--- src/rtl/prbs8_pkg.sv ---
// Shared PRBS8 definitions for the generator and checker sides.
package prbs8_pkg;

  typedef enum logic [1:0] {SEARCH, VERIFY, LOCKED} prbs8_state_t;

  // Feedback taps on bits 4,3,2,0; feedback enters at bit 7.
  localparam logic [7:0] PRBS8_TAPS = 8'h1D;

  localparam logic [15:0] PRBS8_BCD_MAX = 16'h9999;

  function automatic logic [7:0] prbs8_next(input logic [7:0] s);
    return {^(s & PRBS8_TAPS), s[7:1]};
  endfunction

endpackage

--- src/rtl/prbs8_bcd_cnt.sv ---
// Four-digit saturating BCD event counter (0..9999), 1-cycle update.
// clr wins over the old value but not over a same-cycle inc, which lands as 0001.
module prbs8_bcd_cnt
  import prbs8_pkg::*;
(
  input  logic        clk,
  input  logic        rst,
  input  logic        inc,
  input  logic        clr,
  output logic [15:0] bcd
);

  logic [15:0] bcd_inc;
  logic        carry;

  always_comb begin
    bcd_inc = bcd;
    carry   = 1'b1;
    for (int i = 0; i < 4; i++) begin
      if (carry) begin
        if (bcd[4*i +: 4] == 4'd9) begin
          bcd_inc[4*i +: 4] = 4'd0;
        end else begin
          bcd_inc[4*i +: 4] = bcd[4*i +: 4] + 4'd1;
          carry             = 1'b0;
        end
      end
    end
  end

  always_ff @(posedge clk or posedge rst) begin
    if (rst) begin
      bcd <= 16'h0000;
    end else if (clr) begin
      bcd <= inc ? 16'h0001 : 16'h0000;
    end else if (inc && bcd != PRBS8_BCD_MAX) begin
      bcd <= bcd_inc;
    end
  end

endmodule

--- config.mk ---
export PLATFORM = sky130hd
export DESIGN_NAME = prbs8_bcd_cnt
export DESIGN_NICKNAME = d
export VERILOG_FILES = /design/src/rtl/prbs8_pkg.sv /design/src/rtl/prbs8_bcd_cnt.sv
export SDC_FILE = /design/constraint.sdc
export NUM_CORES = 1
export LEC_CHECK = 0
export ABC_AREA = 1
export ABC_CLOCK_PERIOD_IN_PS = 2900
export CORE_MARGIN = 2
export CORE_UTILIZATION = 54
export DETAILED_ROUTE_END_ITERATION = 12
export PLACE_DENSITY = 0.85
export SKIP_CTS_REPAIR_TIMING = 1
export SYNTH_ARGS = -nofsm -noshare
export SYNTH_HDL_FRONTEND = slang
export SYNTH_SLANG_ARGS = --single-unit
--- constraint.sdc ---
create_clock -name clk -period 2.9 [get_ports clk]
set_input_delay 0.435 -clock clk [delete_from_list [all_inputs] [get_ports clk]]
set_output_delay 0.435 -clock clk [all_outputs]
set_load 0.1 [all_outputs]
# Yosys cells after proc, flatten, opt, wreduce, memory -nomap -nowiden
# Cells that the tools add are included.
[word_totals]
regBits = 16
latch_bits = 0
mem_bits_rw = 0
mem_bits_ro = 0
input_bits = 4
output_inout_bits = 16
wordCells = 36
n_memories = 0
[classes]
n_addsub = 4
mul = 0
n_div = 0
magnitude_cmp = 0
n_eq_ne = 5
shift = 0
n_mux = 15
n_bitwise = 0
n_reduce_logical = 8
[ops]
columns = ["op", "n"]
rows = [
  ["$mux W16", 2],
  ["$mux W4", 7],
  ["$add A4 B1 Y4 const B", 4],
  ["$eq A4 B4 Y1 const B", 4],
  ["$ne A16 B16 Y1 const B", 1],
  ["$reduce_bool A2 Y1", 4],
  ["$mux W1", 6],
  ["$reduce_and A2 Y1", 3],
  ["$logic_and A1 B1 Y1", 1],
]

# Depth between registers and ports, before layout
[logic_depth]
word_depth = 7
ltp_mapped = 12
depth_no_buf = 12

# Worst setup path after synthesis
# Ideal clock, no wire load.
[synth_timing]
path_kind = "flip-flop to flip-flop"
from = "register bcd[8]"
to = "register bcd[12]"
setup_time_ps = 123
t_arrival_ps = 2042
required_time_ps = 2777
setup_slack_ps = 735
path_stages_with_launch = 12
path_buffers = 1
synth_period_minus_slack_ps = 2165
cell_sequence = "dfrtp_1 ha_1 nand2_1 nor2_1 nand2_1 inv_1 nand2_2 nand2_4 nand2_4 buf_6 nand3_1 nand2_1"
[synth_between]
elab_chain_len = 5
elab_cells_between_ends = 8
classes_between = "eq/ne (2); mux (2); reduce/logical (4)"
[synth_lines]
columns = ["element", "line", "source"]
rows = [
  ["from (decl)", "prbs8_bcd_cnt.sv:10", "output logic [15:0] bcd"],
  ["from (signal assigned)", "prbs8_bcd_cnt.sv:35", "bcd <= inc ? 16'h0001 : 16'h0000;"],
  ["from (signal assigned)", "prbs8_bcd_cnt.sv:37", "bcd <= bcd_inc;"],
  ["$eq A4 B4 Y1", "prbs8_bcd_cnt.sv:21", "if (bcd[4*i +: 4] == 4'd9) begin"],
  ["$mux W1", "prbs8_bcd_cnt.sv:21", ""],
  ["$mux W1", "prbs8_bcd_cnt.sv:20", "if (carry) begin"],
  ["$reduce_bool A2 Y1 (no line)", "n/a", ""],
  ["$reduce_and A2 Y1 (no line) *", "n/a", ""],
]
# Every way passes the cells marked *; elsewhere a longest branch is shown, timed or not.
# A chain may end at the register's enable or synchronous reset.

# Final worst setup path
[layout_timing]
from = "input clr"
to = "register bcd[3]"
[layout_between]
elab_chain_len = 1
elab_cells_between_ends = 2
classes_between = "mux (1); reduce/logical (1)"
[layout_lines]
columns = ["element", "line", "source"]
rows = [
  ["from (decl)", "prbs8_bcd_cnt.sv:9", "input logic clr,"],
  ["$mux W16 or $reduce_bool A2 Y1 (tied branches)", "n/a", ""],
]
# Parallel ways exist; a longest one is shown, timed or not.

==> run metrics <==
outcome finished clean; WS Path Type input port to flip-flop; Comb power frac ~39%; crit-path max FO 9; Final Critical Period approximately 1.7 ns; largest reg by FF count bcd; Yosys cell types 22; critical path required time 3.08 ns; Tightest Pin Transition 0.607 ns; CP Capture Type flip-flop; Iteration-0 DRC Markers 18; max-slew violations 0; post-synth top area share 38.8%; initial core utilization 58.4%; Routed Antenna Nets 0; DIE AREA about 2300 sq um; drt total wl about 2.1 mm; worst hold path type input port to async pin; Max H-tree Level 1; Slew HR 59.5%; number of flip-flops in the largest register 16; clk sinks 16; CTS clk-pin slew, worst paths 0.10 ns; CTS tree done; HPWL Detailed around 1.6 mm; clock power share a little over a fifth; RSZ-0062 raised after global routing no; Die X-Extent between 40 and 50 um; GRT Total Usage 22.1%; Setup Skew between 0.01 and 0.015 ns; Critical Path Start Type input port; first-pass GRT wire length between 3 and 4 mm; TNS Setup 0 ns; sequential area share after synthesis between 30% and 40%; maximum vdd ir drop ~330 uV; I/O pin cnt 20; yosys warns 0; Die Y approximately 48 um; largest net degree at the start of global routing 19; switching share of total power around 45%; fin nets 167; Final Cycle Share around three fifths; initial antenna violation count 0; FP Rows 15; drt via density ~5.0; share of cells above drive strength 1 19.2%; #FFs+latches synth 16; vias in the first global route 811; Synth area leaders dfrtp_1 39%, nand2_1 15%, nand3_1 7.8%; syn_nets approximately 140; cts bufs inserted 3; max_cap viols 0; Flop pwr share about 40%; Yosys top cell by area dfrtp_1; diodes inserted 0; Core Footprint 1760 sq um; WHS 0.494 ns; pwr/cell area about 560 nW/um^2; Largest regs bcd x16; IO Port Bufs 19; internal power approximately 0.38 mW; synthesized area approximately 1000 sq um; Placer Congestion around 0.83; drt first pass iters 4; Synth Instances approximately 130; clock buffer depth 2; endpoints failing hold 0; FMAX a little under 0.6 GHz; clock latency on the worst-skew pair 0.29 ns; DRC Markers 0; Critical Path AT 1.91 ns; Wirelength per Cell roughly 12 um; clock root buffer clkbuf_4; static leakage roughly 0.67 nW; Congestion Overflow GR 0; Layout Area Growth over Synthesis 20.0%; Mean Syn Cell Area between 7 and 8 sq um; routed vias roughly 900; Psw around 0.32 mW; final setup fails 0
## cells in the final DEF, fill, tap and decap left out
cell type | netlist | routed
a21oi_1 | 1 | 1
a31oi_1 | 1 | 1
buf_4 | 0 | 16
clkbuf_4 | 0 | 3
clkbuf_8 | 0 | 1
clkdlybuf4s50_1 | 0 | 3
clkinv_1 | 1 | 1
dfrtp_1 | 16 | 16
ha_1 | 6 | 6
inv_1 | 10 | 10
inv_2 | 1 | 1
nand2_1 | 40 | 40
nand2_2 | 3 | 3
nand2_4 | 2 | 2
nand3_1 | 16 | 16
nand3_2 | 1 | 1
nand3b_4 | 1 | 1
nor2_1 | 16 | 16
nor2_2 | 1 | 1
nor2_4 | 1 | 1
nor3_1 | 2 | 2
nor3b_1 | 1 | 1
o21ai_0 | 6 | 6
xnor2_1 | 3 | 3
xor2_1 | 4 | 4
## synthesized netlist by cell type (all sizes together)
library cell and n:
buf 1, ha 6, inv 11, xnor2 3, nand3b 1, nand3 17
dfrtp 16, clkinv 1, nor2 18, nand2 45, a21oi 1, xor2 4
o21ai 6, nor3 2, nor3b 1, a31oi 1
## metal layers
layer  track usage (%)  routed length [um]  vias to the layer above
met5                 0                   0                        -
met4              6.49                  27                        0
met3              3.40                  50                        4
met2              36.5                1080                       13
met1              29.7                 967                      421
li1                  -                   -                      471
## critical path, stage by stage
cell and delay (ns):
clkdlybuf4s50_1 0.62, clkinv_1 0.30, nand2_1 0.32, nor2_1 0.10, nand2_1 0.06, o21ai_0 0.07
## path summary, 6_finish.rpt
check | startpoint | end | slack (ns) | depth (start not counted)
max | clr | bcd[3]$_DFFE_PP0P_ | 1.18 | 6
min | rst | bcd[7]$_DFFE_PP0P_ | 0.49 | 2
max reg2reg | bcd[9]$_DFFE_PP0P_ | bcd[14]$_DFFE_PP0P_ | 1.22 | 12
min reg2reg | bcd[7]$_DFFE_PP0P_ | bcd[7]$_DFFE_PP0P_ | 0.50 | 2
max in group asynchronous | rst | bcd[0]$_DFFE_PP0P_ | 2.00 | 2
min in group clk | bcd[7]$_DFFE_PP0P_ | bcd[7]$_DFFE_PP0P_ | 0.50 | 2
## power by group through the flow
stage | Clock (mW) | Sequential [mW] | Combinational (mW)
after floorplan | 0 | 0.421 | 0.0720
after global placement | 0 | 0.277 | 0.269
after detailed placement | 0 | 0.279 | 0.272
after CTS | 0.151 | 0.275 | 0.274
after global routing | 0.163 | 0.280 | 0.290
final | 0.149 | 0.275 | 0.272
## layout make-up
| cell class | instances | area, sq um |
|---|---|---|
| inverters | 12 | 45.0 |
| clock buffers | 4 | 36.3 |
| flip-flops and latches | 16 | 400 |
| repair buffers | 19 | 150 |
| well taps | 25 | 31.3 |
| fillers | 165 | 527 |
| multi-input cells | 105 | 574 |
## logic make-up after synthesis
family                   Yosys count  share of synthesized area (%)
AND/OR/NAND/NOR                   84                           38.5
flip-flops                        16                           38.8
XOR/XNOR                           7                           5.95
buffers and inverters             13                           5.46
AO/OA/AOI/OAI                      8                           4.00
adder cells (fa/ha/maj)            6                           7.28
## metrics by stage
step                      instances  area, sq um  setup WS [ns]  utilization, %  power, mW
after global routing            181         1240           1.04            70.1      0.733
after floorplan                 134         1030          0.735               -      0.493
after CTS                       181         1240           1.18            70.1      0.700
after global placement          177         1200          0.935            68.1      0.546
final                           181         1240           1.18            70.1      0.697
after detailed placement        177         1200          0.873            68.1      0.551
Note: power is estimated with default switching activity, not from simulation.
